<file path="src/rtl/hpdmc_pkg.sv">
// Shared definitions for the hpdmc_ddr16 write path: sequencer states,
// burst lengths and the DQS drive pattern used in each state.
package hpdmc_pkg;

  typedef enum logic [2:0] {
    ST_IDLE      = 3'd0,
    ST_LATENCY   = 3'd1,
    ST_PREAMBLE  = 3'd2,
    ST_BURST     = 3'd3,
    ST_POSTAMBLE = 3'd4
  } wr_state_t;

  // Sys-side beats per burst: each beat carries two DRAM edges.
  localparam int BL4_BEATS = 2;
  localparam int BL8_BEATS = 4;

  typedef struct packed {
    logic oe;
    logic d0;
    logic d1;
  } dqs_pat_t;

  localparam dqs_pat_t DQS_OFF   = '{oe: 1'b0, d0: 1'b0, d1: 1'b0};
  localparam dqs_pat_t DQS_PRE   = '{oe: 1'b1, d0: 1'b0, d1: 1'b0};
  localparam dqs_pat_t DQS_BURST = '{oe: 1'b1, d0: 1'b1, d1: 1'b0};
  localparam dqs_pat_t DQS_POST  = '{oe: 1'b1, d0: 1'b0, d1: 1'b0};

  function automatic dqs_pat_t dqs_pattern(wr_state_t s);
    dqs_pat_t p;
    p = DQS_OFF;
    case (s)
      ST_PREAMBLE:  p = DQS_PRE;
      ST_BURST:     p = DQS_BURST;
      ST_POSTAMBLE: p = DQS_POST;
      default:      p = DQS_OFF;
    endcase
    return p;
  endfunction

endpackage

</file>
<file path="src/rtl/hpdmc_wrseq.sv">
// DDR write-burst sequencer: waits write latency, drives DQS preamble/burst/
// postamble and feeds data/mask pairs to the DQ/DM ODDR D0/D1 inputs.
module hpdmc_wrseq
  import hpdmc_pkg::*;
#(
  parameter int DQ_W = 16,
  parameter int DM_W = 2
) (
  input  logic              sys_clk,
  input  logic              sys_rst_n,
  input  logic              cmd_valid,
  output logic              cmd_ready,
  input  logic              cmd_bl8,
  input  logic [1:0]        wr_latency,
  input  logic [2*DQ_W-1:0] wdata,
  input  logic [2*DM_W-1:0] wbe,
  input  logic              wdata_valid,
  output logic              wdata_ready,
  output logic [DQ_W-1:0]   dq_d0,
  output logic [DQ_W-1:0]   dq_d1,
  output logic [DM_W-1:0]   dm_d0,
  output logic [DM_W-1:0]   dm_d1,
  output logic [DM_W-1:0]   dqs_d0,
  output logic [DM_W-1:0]   dqs_d1,
  output logic              dq_oe,
  output logic              dqs_oe,
  output logic              busy,
  output logic              done,
  output logic              underrun
);

  wr_state_t  state_reg, state_next;
  logic [1:0] lat_cnt_reg, lat_cnt_next;
  logic [1:0] beat_cnt_reg, beat_cnt_next;
  logic       bl8_reg, bl8_next;
  logic       underrun_reg;
  logic [DQ_W-1:0] dq_d0_reg, dq_d1_reg;
  logic [DM_W-1:0] dm_d0_reg, dm_d1_reg;

  logic       accept;
  logic [1:0] last_beat;
  logic       fetch;
  dqs_pat_t   dqs_pat;

  assign last_beat = bl8_reg ? 2'(BL8_BEATS - 1) : 2'(BL4_BEATS - 1);
  assign accept    = cmd_valid & cmd_ready;

  always_ff @(posedge sys_clk or negedge sys_rst_n) begin
    if (!sys_rst_n) begin
      state_reg    <= ST_IDLE;
      lat_cnt_reg  <= 2'd0;
      beat_cnt_reg <= 2'd0;
      bl8_reg      <= 1'b0;
    end else begin
      state_reg    <= state_next;
      lat_cnt_reg  <= lat_cnt_next;
      beat_cnt_reg <= beat_cnt_next;
      bl8_reg      <= bl8_next;
    end
  end

  always_comb begin
    state_next    = state_reg;
    lat_cnt_next  = lat_cnt_reg;
    beat_cnt_next = beat_cnt_reg;
    bl8_next      = bl8_reg;
    case (state_reg)
      ST_IDLE: begin
        if (cmd_valid) begin
          bl8_next      = cmd_bl8;
          lat_cnt_next  = wr_latency;
          beat_cnt_next = 2'd0;
          state_next    = (wr_latency != 2'd0) ? ST_LATENCY : ST_PREAMBLE;
        end
      end
      ST_LATENCY: begin
        if (lat_cnt_reg <= 2'd1) begin
          lat_cnt_next = 2'd0;
          state_next   = ST_PREAMBLE;
        end else begin
          lat_cnt_next = lat_cnt_reg - 2'd1;
        end
      end
      ST_PREAMBLE: begin
        beat_cnt_next = 2'd0;
        state_next    = ST_BURST;
      end
      ST_BURST: begin
        if (beat_cnt_reg == last_beat) begin
          state_next = ST_POSTAMBLE;
        end else begin
          beat_cnt_next = beat_cnt_reg + 2'd1;
        end
      end
      ST_POSTAMBLE: state_next = ST_IDLE;
      default:      state_next = ST_IDLE;
    endcase
  end

  // Data is fetched one cycle ahead of the beat it drives, so the window
  // starts in PREAMBLE and ends one beat before the burst does.
  assign fetch = (state_reg == ST_PREAMBLE) ||
                 ((state_reg == ST_BURST) && (beat_cnt_reg != last_beat));

  always_ff @(posedge sys_clk or negedge sys_rst_n) begin
    if (!sys_rst_n) begin
      dq_d0_reg <= '0;
      dq_d1_reg <= '0;
      dm_d0_reg <= '1;
      dm_d1_reg <= '1;
    end else if (fetch) begin
      if (wdata_valid) begin
        dq_d0_reg <= wdata[2*DQ_W-1:DQ_W];
        dq_d1_reg <= wdata[DQ_W-1:0];
        dm_d0_reg <= ~wbe[2*DM_W-1:DM_W];
        dm_d1_reg <= ~wbe[DM_W-1:0];
      end else begin
        // DRAM timing cannot stall, so a missing beat is written fully masked.
        dq_d0_reg <= '0;
        dq_d1_reg <= '0;
        dm_d0_reg <= '1;
        dm_d1_reg <= '1;
      end
    end
  end

  always_ff @(posedge sys_clk or negedge sys_rst_n) begin
    if (!sys_rst_n) begin
      underrun_reg <= 1'b0;
    end else if (accept) begin
      underrun_reg <= 1'b0;
    end else if (fetch && !wdata_valid) begin
      underrun_reg <= 1'b1;
    end
  end

  assign dqs_pat     = dqs_pattern(state_reg);
  assign cmd_ready   = (state_reg == ST_IDLE);
  assign busy        = (state_reg != ST_IDLE);
  assign done        = (state_reg == ST_POSTAMBLE);
  assign dq_oe       = (state_reg == ST_BURST);
  assign dqs_oe      = dqs_pat.oe;
  assign dqs_d0      = {DM_W{dqs_pat.d0}};
  assign dqs_d1      = {DM_W{dqs_pat.d1}};
  assign wdata_ready = fetch;
  assign underrun    = underrun_reg;
  assign dq_d0       = dq_d0_reg;
  assign dq_d1       = dq_d1_reg;
  assign dm_d0       = dm_d0_reg;
  assign dm_d1       = dm_d1_reg;

endmodule

</file>
<file path="config.mk">
export PLATFORM = sky130hd
export DESIGN_NAME = hpdmc_wrseq
export DESIGN_NICKNAME = d
export VERILOG_FILES = /design/src/rtl/hpdmc_pkg.sv /design/src/rtl/hpdmc_wrseq.sv
export SDC_FILE = /design/constraint.sdc
export NUM_CORES = 1
export LEC_CHECK = 0
export ABC_AREA = 1
export BUFFER_PORTS_ARGS = -buffer_cell sky130_fd_sc_hd__buf_2
export CAP_MARGIN = 15
export CORE_MARGIN = 5
export CORE_UTILIZATION = 47
export CTS_CLUSTER_SIZE = 10
export DETAILED_ROUTE_END_ITERATION = 8
export GPL_ROUTABILITY_DRIVEN = 0
export PLACE_DENSITY = 0.8
export SYNTH_ARGS = -nofsm -noshare
export SYNTH_HDL_FRONTEND = slang
export SYNTH_SLANG_ARGS = --single-unit
</file>
<file path="constraint.sdc">
create_clock -name sys_clk -period 1.6 [get_ports sys_clk]
set_input_delay 0.24 -clock sys_clk [delete_from_list [all_inputs] [get_ports sys_clk]]
set_output_delay 0.24 -clock sys_clk [all_outputs]
set_load 0.05 [all_outputs]
</file>
==> results of run 1 <==
## cells by family (layout without fill, tap and decap cells)
| family | Yosys count | count (layout) | share of synthesized area |
|---|---|---|---|
| and+or+nand+nor | 116 | 117 | 0.243 |
| AOI/OAI and AO/OA | 45 | 45 | 0.117 |
| xor gates and xnor gates | 1 | 1 | 0.00431 |
| other | 1 | 2 | 0.00184 |
| DFF | 45 | 45 | 0.556 |
| buffers and inverters | 27 | 130 | 0.0781 |
## final timing paths
path,from,endpoint,slack [ps],cells past startpoint
setup / recovery,state_reg[1],dqs_oe,20,5
hold / removal,wbe[2],dm_d0[0],150,4
setup reg to reg,bl8_reg,dq_d1[10],100,10
hold reg to reg,dm_d0[0],dm_d0[0],490,2
max in group asynchronous,sys_rst_n,dm_d1[1],630,3
min in group asynchronous,sys_rst_n,dq_d0[4],410,2
## cell type report
type	count	area [µm²]	share of cell area
clock buffer	6	72.6	0.0260
clock inverter	2	15.0	0.00538
inverter	13	51.3	0.0184
multi-input combinational	165	798	0.286
sequential	45	1130	0.405
tap	52	65.1	0.0233
timing repair buffer	109	658	0.236
## through the flow
step | setup WS, ps | util | area (µm²)
after floorplan | -91.8 | - | 2050
after global placement | 155 | 0.587 | 2500
after detailed placement | 84.1 | 0.587 | 2500
after CTS | -41.0 | 0.617 | 2630
after global routing | -49.6 | 0.655 | 2790
final | 18.7 | 0.655 | 2790
## layer usage
metal | vias to the layer above | GRT usage | part of all wire
li1 | 948 | - | -
met1 | 860 | 0.231 | 0.41
met2 | 66 | 0.282 | 0.49
met3 | 5 | 0.0778 | 0.094
met4 | 0 | 0.0466 | 0.0088
met5 | - | 0 | 0
## cells in the mapped netlist (all sizes together)
cell / instances
o211ai: 1
nor2: 41
a21oi: 37
nand4: 2
nand2: 62
o21bai: 1
inv: 13
clkbuf: 3
conb: 1
buf: 11
dfrtp: 41
o21ai: 6
nand3: 10
or2: 1
dfstp: 4
xnor2: 1
## what timing repair did
| action | 4_1_cts | 5_1_grt |
|---|---|---|
| resized for setup | 8 | 14 |
| cloned | 0 | 1 |
| pin swaps | 0 | 6 |
| hold buffers | 1 | 0 |
| endpoints found under the hold margin | 16 | 0 |
| buffers inserted | 1 | 15 |
| endpoints found under the setup margin | 4 | 7 |
## critical path: stages, from the launching register on
cell      delay [ps]
dfrtp_1          420
inv_2            120
nand2_4           80
nor2_4           120
o21bai_4         130
buf_6            170
==> summary.txt, run 1 <==
Worst setup path
  – CP Launch Type: register
  – Worst path arrival time: 1340 ps
  – Maximum fanout along the worst path: 4
  – Required @ worst endpoint: 1360 ps
  – Crit path capture type: output pin
  – Crit Path Class: register to output pin

Cells and area
  – Commonest non-fill, non-tap cell in the layout: buf_2
  – ANT cells: 0
  – Fillers: 363
  – Share of layout cells above drive strength 1: 0.403
  – Final #Nets: 382
  – Layout area overhead: 37.3%
  – Cell Count, Final, Fillers Out: 392
  – Most frequent cells in the layout: buf_2, nand2_1, dfrtp_1, nor2_1, a21oi_1

Clock tree
  – TritonCTS clock tree: yes
  – CTS Root Buffer Type: clkbuf_8
  – CTS Buf Count: 5
  – Htree depth: 2
  – Clock Pin Slew Worst Setup and Hold Paths: 90 ps
  – Clock Latency Late Sink: 290 ps
  – # clock sinks: 45
  – Clock Path Buffers: 2

Floorplan
  – Initial core utilization: 0.477
  – Die height: 75.8 µm
  – Core area: 4260 µm²
  – # IOs: 90
  – # rows: 24
  – Area of the die: 5740 µm²
  – Chip width: 75.8 µm

Route
  – DR vias: 1879
  – Routed Antenna Nets: 0
  – Vias per std cell: 4.79
  – Routed wire length: 5230 µm
  – First-pass iteration count of the detailed router: 4
  – Residual DRC: 0
  – Wire length per cell: 13.3 µm
  – DR iter-0 viols: 87

Placed design
  – Placed cells: 366
  – Port Buf Inserts: 87
  – DP HPWL: 3570 µm

GRT
  – Initial antenna violation count: 0
  – Vias in the first global route: 1769
  – GR Overflow Total: 0
  – Largest net degree at the start of global routing: 30
  – GRT Util Overall: 0.181
  – First-pass GRT wire length: 7870 µm

Timing
  – Clk_skew: 7.15 ps
  – Fin Hold WS: 152 ps
  – # setup viols final: 0
  – Setup TNS: 0 ps
  – RSZ-0062 raised after global routing: true
  – Final hold violation count: 0
  – Ratio of final minimum period to clock period: 0.988
  – Final Slew Violations: 0
  – Fmax: 0.632 GHz
  – Fin crit period: 1580 ps

Logic synthesis
  – Synth area leaders: dfrtp_1, nand2_1, a21oi_1
  – Syn. warnings: 0
  – #FFs+latches synth: 45
  – Yosys top cell area share: 0.504
  – Mapped cell area: 2030 µm²
  – Register area share after synthesis: 0.556
  – Netlist cell types: 25
  – Avg Cell Area, Syn: 8.66 µm²
  – Syn Inst Count: 235
  – Synth area leader: dfrtp_1

Job
  – Max-cap viol count: 0

Worst hold path
  – Worst Hold Class: input port to register

Outcome
  – Outcome: completed
Power of run 1 is not shown: default switching activity piles up to over one toggle a cycle in this logic, so the estimate is an artifact.
==> run 2: changes to the inputs <==
--- a/config.mk
+++ b/config.mk
@@ -8,12 +8,14 @@
 export ABC_AREA = 1
 export BUFFER_PORTS_ARGS = -buffer_cell sky130_fd_sc_hd__buf_2
 export CAP_MARGIN = 15
+export CELL_PAD_IN_SITES_DETAIL_PLACEMENT = 1
+export CELL_PAD_IN_SITES_GLOBAL_PLACEMENT = 1
 export CORE_MARGIN = 5
-export CORE_UTILIZATION = 47
+export CORE_UTILIZATION = 33
 export CTS_CLUSTER_SIZE = 10
 export DETAILED_ROUTE_END_ITERATION = 8
 export GPL_ROUTABILITY_DRIVEN = 0
-export PLACE_DENSITY = 0.8
+export PLACE_DENSITY_LB_ADDON = 0.1
 export SYNTH_ARGS = -nofsm -noshare
 export SYNTH_HDL_FRONTEND = slang
 export SYNTH_SLANG_ARGS = --single-unit
==> run 2 against run 1 <==
Compared with the run above:
- global-route usage decreased by 3.6 points
- wire length grew 4.7%
- register-to-register slack gained 100 ps
- die area increased by 36%
- sequential cell count stayed put
- hold slack better by 7.8 ps
- non-clock buffer count is 7 lower
- utilization decreased by 20 points
- worst setup slack improved by 40 ps
- final cell count is 3.8% higher
==> summary.txt, run 2 (same netlist as run 1, synthesis figures left out) <==
Cells and area
  – Final Util: 0.459 (was 0.655)
  – Most frequent cells in the layout: buf_2, nand2_1, dfrtp_1, nor2_1, a21oi_1 (unchanged)
  – ANT cells: 0 (unchanged)
  – Layout area overhead: 34.4% (was 37.3%)
  – Final #Nets: 374 (was 382)
  – Fillers: 756 (was 363)
  – Commonest non-fill, non-tap cell in the layout: buf_2 (unchanged)
  – Share of layout cells above drive strength 1: 0.389 (was 0.403)
  – Post-route cell area: 2730 µm² (was 2790 µm²)

Clock tree
  – CTS Buf Count: 5 (unchanged)
  – Clock Path Buffers: 2 (unchanged)
  – CTS Root Buffer Type: clkbuf_8 (unchanged)
  – TritonCTS clock tree: yes (unchanged)
  – Clock Pin Slew Worst Setup and Hold Paths: 80 ps (was 90 ps)
  – Clock Latency Late Sink: 290 ps (about the same)
  – Htree depth: 2 (unchanged)
  – # clock sinks: 45 (unchanged)

GRT
  – First-pass GRT wire length: 8850 µm (was 7870 µm)
  – GRT Util Overall: 0.145 (was 0.181)
  – Largest net degree at the start of global routing: 52 (was 30)
  – Vias in the first global route: 1955 (was 1769)
  – Initial antenna violation count: 0 (unchanged)
  – GR Overflow Total: 0 (unchanged)

Route
  – DR vias: 1888 (was 1879)
  – Residual DRC: 0 (unchanged)
  – DR iter-0 viols: 36 (was 87)
  – Wire length per cell: 13.4 µm (was 13.3 µm)
  – Vias per std cell: 4.64 (was 4.79)
  – Routed Antenna Nets: 0 (unchanged)
  – First-pass iteration count of the detailed router: 4 (unchanged)
  – Routed wire length: 5470 µm (was 5230 µm)

Timing
  – Clk_skew: 3.72 ps (was 7.15 ps)
  – Ratio of final minimum period to clock period: 0.963 (was 0.988)
  – Final Slew Violations: 0 (unchanged)
  – Fmax: 0.649 GHz (was 0.632 GHz)
  – Fin crit period: 1540 ps (was 1580 ps)
  – Final hold violation count: 0 (unchanged)
  – # setup viols final: 0 (unchanged)
  – PnR worst setup slack: 58.7 ps (was 18.7 ps)
  – RSZ-0062 raised after global routing: true (unchanged)
  – Setup TNS: 0 ps (unchanged)

Worst setup path
  – Maximum fanout along the worst path: 6 (was 4)
  – CP max stage cell: dfrtp_2 (was dfrtp_1)
  – Worst path arrival time: 1300 ps (was 1340 ps)
  – CP cell instances: inv_2 > nand3_2 > nand2_8 > buf_12 (was inv_2 > nand2_4 > nor2_4 > o21bai_4 > buf_6)
  – CP peak stage delay: 480 ps (was 420 ps)
  – Crit Path Class: register to output pin (unchanged)
  – CP Launch Type: register (unchanged)
  – Required @ worst endpoint: 1360 ps (about the same)
  – Crit path capture type: output pin (unchanged)

Placed design
  – Placed cell area: 2550 µm² (was 2500 µm²)
  – DP HPWL: 4120 µm (was 3570 µm)
  – Dpl ws: 175 ps (was 84.1 ps)
  – Port Buf Inserts: 87 (unchanged)

Floorplan
  – Area of the die: 7830 µm² (was 5740 µm²)
  – # IOs: 90 (unchanged)
  – Chip width: 88.5 µm (was 75.8 µm)
  – # rows: 28 (was 24)
  – Core area: 5960 µm² (was 4260 µm²)
  – Initial core utilization: 0.342 (was 0.477)
  – Die height: 88.5 µm (was 75.8 µm)

Worst hold path
  – Worst Hold Class: input port to register (unchanged)

Job
  – Max-cap viol count: 0 (unchanged)

Outcome
  – Outcome: completed (unchanged)
run 2: cell count changes in the layout (fill, tap and decap cells not counted), sizes merged:
cell and change:
clkinvlp -1, clkbuf +1, nand2 -1, buf -7
run 2: final cells by class:
cell class | instances | area, µm² | share of cell area
inverter | 13 | 48.8 | 0.0178
timing repair buffer | 102 | 603 | 0.221
clock buffer | 7 | 76.3 | 0.0279
clock inverter | 1 | 7.51 | 0.00275
tap | 75 | 93.8 | 0.0343
sequential | 45 | 1130 | 0.414
multi-input combinational | 164 | 772 | 0.282
run 2: path summary, 6_finish.rpt:
check,start,endpoint,slack [ps],cells after the start
worst min register to register,dm_d1[0],dm_d1[0],490,2
worst max-delay path,state_reg[2],wdata_ready,60,4
max in group asynchronous,sys_rst_n,bl8_reg,580,3
worst min-delay path,wbe[0],dm_d1[0],160,4
worst max register to register,state_reg[2],state_reg[0],200,6
min in group asynchronous,sys_rst_n,dq_d0[15],440,2
run 2: critical path, delay by kind of cell, from the launching register on:
| kind | cells | cell delay, ps |
|---|---|---|
| flip-flops | 1 | 480 |
| buffers and inverters | 2 | 270 |
| AND/OR/NAND/NOR | 2 | 260 |
run 2: timing repair:
action / CTS / global route
gates resized for setup: 8 / 6
pin swaps: 2 / 3
endpoints found under the setup margin: 4 / 5
setup buffers: 1 / 6
endpoints found under the hold margin: 15 / 0
hold buffers: 1 / 0
run 2: stage by stage:
step,hold slack [ps],cells
CTS,153,401
global route,163,407
detailed placement,244,391
finish,160,407
global placement,235,391
floorplan,-55.6,236
run 2: routing by layer:
layer | up-vias | share of wire | global-route usage
li1 | 934 | - | -
met1 | 892 | 0.42 | 0.186
met2 | 56 | 0.50 | 0.236
met3 | 6 | 0.072 | 0.0475
met4 | 0 | 0.0097 | 0.0371
met5 | - | 0 | 0
Power of run 2 is left out for the same reason.
==> run 3: changes to the inputs <==
--- a/config.mk
+++ b/config.mk
@@ -15,6 +15,7 @@
 export CTS_CLUSTER_SIZE = 10
 export DETAILED_ROUTE_END_ITERATION = 8
 export GPL_ROUTABILITY_DRIVEN = 0
+export GPL_TIMING_DRIVEN = 0
 export PLACE_DENSITY_LB_ADDON = 0.1
 export SYNTH_ARGS = -nofsm -noshare
 export SYNTH_HDL_FRONTEND = slang
==> run 3 against run 2 <==
Compared with the run above:
- register-to-register slack got worse by 40 ps
- count of clock-buffer cells in the layout increased by 1
- design area up 1.5%
- maximum frequency increased by 0.34%
- worst setup slack improved by 5.2 ps
- critical endpoint is now dqs_d0[1]
- via count up 1.3%
- sequential share of layout area down 0.62 points
- final cell count increased by 1.2%
- hold slack worse by 29 ps
- largest cell class unchanged
==> summary.txt, run 3 (same netlist as run 1, synthesis figures left out) <==
Job
  – Max-cap viol count: 0 (unchanged)

Worst setup path
  – Required @ worst endpoint: 1360 ps (about the same)
  – Crit path capture type: output pin (unchanged)
  – CP peak stage delay: 430 ps (was 480 ps)
  – Worst path arrival time: 1300 ps (about the same)
  – Crit-path leading delay family: flip-flops (unchanged)
  – WP buf/inv: 2 (unchanged)
  – CP Launch Type: register (unchanged)
  – CP max stage cell: dfrtp_1 (was dfrtp_2)
  – Maximum fanout along the worst path: 4 (was 6)
  – CP cell instances: nand2_2 > nor2_2 > buf_4 > buf_2 (was inv_2 > nand3_2 > nand2_8 > buf_12)
  – Crit Path Class: register to output pin (unchanged)

Floorplan
  – # rows: 28 (unchanged)
  – Chip width: 88.5 µm (unchanged)
  – Die height: 88.5 µm (unchanged)
  – Initial core utilization: 0.342 (unchanged)
  – # IOs: 90 (unchanged)
  – Area of the die: 7830 µm² (unchanged)
  – Core area: 5960 µm² (unchanged)

GRT
  – Initial antenna violation count: 0 (unchanged)
  – Largest net degree at the start of global routing: 46 (was 52)
  – GRT Util Overall: 0.152 (was 0.145)
  – First-pass GRT wire length: 9230 µm (was 8850 µm)
  – Vias in the first global route: 2029 (was 1955)
  – GR Overflow Total: 0 (unchanged)

Route
  – Routed wire length: 5760 µm (was 5470 µm)
  – DR iter-0 viols: 43 (was 36)
  – Wire length per cell: 14.0 µm (was 13.4 µm)
  – Routed Antenna Nets: 0 (unchanged)
  – Residual DRC: 0 (unchanged)
  – Vias per std cell: 4.64 (about the same)
  – DR vias: 1912 (was 1888)
  – First-pass iteration count of the detailed router: 4 (unchanged)

Timing
  – Ratio of final minimum period to clock period: 0.960 (was 0.963)
  – Setup TNS: 0 ps (unchanged)
  – RSZ-0062 raised after global routing: true (unchanged)
  – PnR worst setup slack: 63.9 ps (was 58.7 ps)
  – Fmax: 0.651 GHz (was 0.649 GHz)
  – Final Slew Violations: 0 (unchanged)
  – Final hold violation count: 0 (unchanged)
  – Worst-Margin Slew: 1030 ps
  – # setup viols final: 0 (unchanged)
  – Clk_skew: 5.22 ps (was 3.72 ps)
  – Slew HR: 0.311
  – Fin crit period: 1540 ps (about the same)

Cells and area
  – Register area: 1130 µm² (unchanged)
  – Layout area overhead: 36.4% (was 34.4%)
  – Area taken by multi-input logic gates: 792 µm² (was 772 µm²)
  – Most frequent cells in the layout: buf_2, nand2_1, dfrtp_1, nor2_1, a21oi_1 (unchanged)
  – ANT cells: 0 (unchanged)
  – Commonest non-fill, non-tap cell in the layout: buf_2 (unchanged)
  – Final #Nets: 379 (was 374)
  – Fillers: 758 (was 756)
  – Share of layout cells above drive strength 1: 0.389 (about the same)

Placed design
  – DP HPWL: 4210 µm (was 4120 µm)
  – Port Buf Inserts: 86 (was 87)
  – Dpl ws: -72.9 ps (was 175 ps)

Clock tree
  – TritonCTS clock tree: yes (unchanged)
  – Clock Latency Late Sink: 290 ps (about the same)
  – # clock sinks: 45 (unchanged)
  – Clock Path Buffers: 2 (unchanged)
  – Htree depth: 2 (unchanged)
  – CTS Root Buffer Type: clkbuf_8 (unchanged)
  – Number of hold buffers added after cts: 0 (was 1)
  – Clock Pin Slew Worst Setup and Hold Paths: 80 ps (about the same)
  – CTS Buf Count: 5 (unchanged)

Outcome
  – Outcome: completed (unchanged)

Worst hold path
  – Worst Hold Class: input port to asynchronous set/reset pin (was input port to register)
==> run 3: cell types whose count changed in the layout (fill, tap and decap cells not counted), sizes merged <==
| cell | delta |
|---|---|
| clkbuf | +4 |
| buf | +3 |
| clkinvlp | -1 |
| dlygate4sd3 | -1 |
==> run 3: final timing paths <==
| kind | slack, ps | end | start | cells past startpoint |
|---|---|---|---|---|
| worst max-delay path | 60 | dqs_d0[1] | state_reg[0] | 4 |
| worst min-delay path | 130 | beat_cnt_reg[1] | sys_rst_n | 1 |
| worst max register to register | 160 | dq_d0[12] | state_reg[2] | 7 |
| worst min register to register | 490 | dm_d1[0] | dm_d1[0] | 2 |
| max in group asynchronous | 780 | state_reg[2] | sys_rst_n | 1 |
| min in group sys_clk | 160 | bl8_reg | cmd_bl8 | 3 |
==> run 3: area by class of cell <==
class	instances	share of cell area
plain buffers	13	0.0356
clock buffers	8	0.0289
inverters	13	0.0185
multi-input cells	164	0.285
flip-flops and latches	45	0.408
well taps	75	0.0338
repair buffers	94	0.190
==> run 3: routing by layer <==
metal	part of all wire	GRT usage
met1	0.43	0.187
met2	0.48	0.252
met3	0.078	0.0559
met4	0.010	0.0385
met5	0	0
==> run 3: worst register-to-register path: cells and delay by family (launching register included) <==
kind | cells | cell delay (ps)
AO/OA/AOI/OAI | 1 | 120
AND/OR/NAND/NOR | 3 | 290
buffers and inverters | 3 | 460
flip-flops | 1 | 490
==> run 3: stage by stage <==
step | instances | instance area (µm²) | utilization | hold WS [ps]
2_1_floorplan | 236 | 2050 | - | -55.6
3_3_place_gp | 397 | 2570 | 0.432 | 454
3_5_place_dp | 397 | 2570 | 0.432 | 460
4_1_cts | 409 | 2710 | 0.456 | 154
5_1_grt | 412 | 2780 | 0.466 | 168
6_report | 412 | 2780 | 0.466 | 132
==> run 3: timing repair <==
| item | 4_1_cts | 5_1_grt |
|---|---|---|
| resized for setup | 11 | 10 |
| setup buffers | 5 | 3 |
| setup endpoints to repair | 4 | 31 |
| pin swaps | 3 | 5 |
Power of run 3 is left out for the same reason.
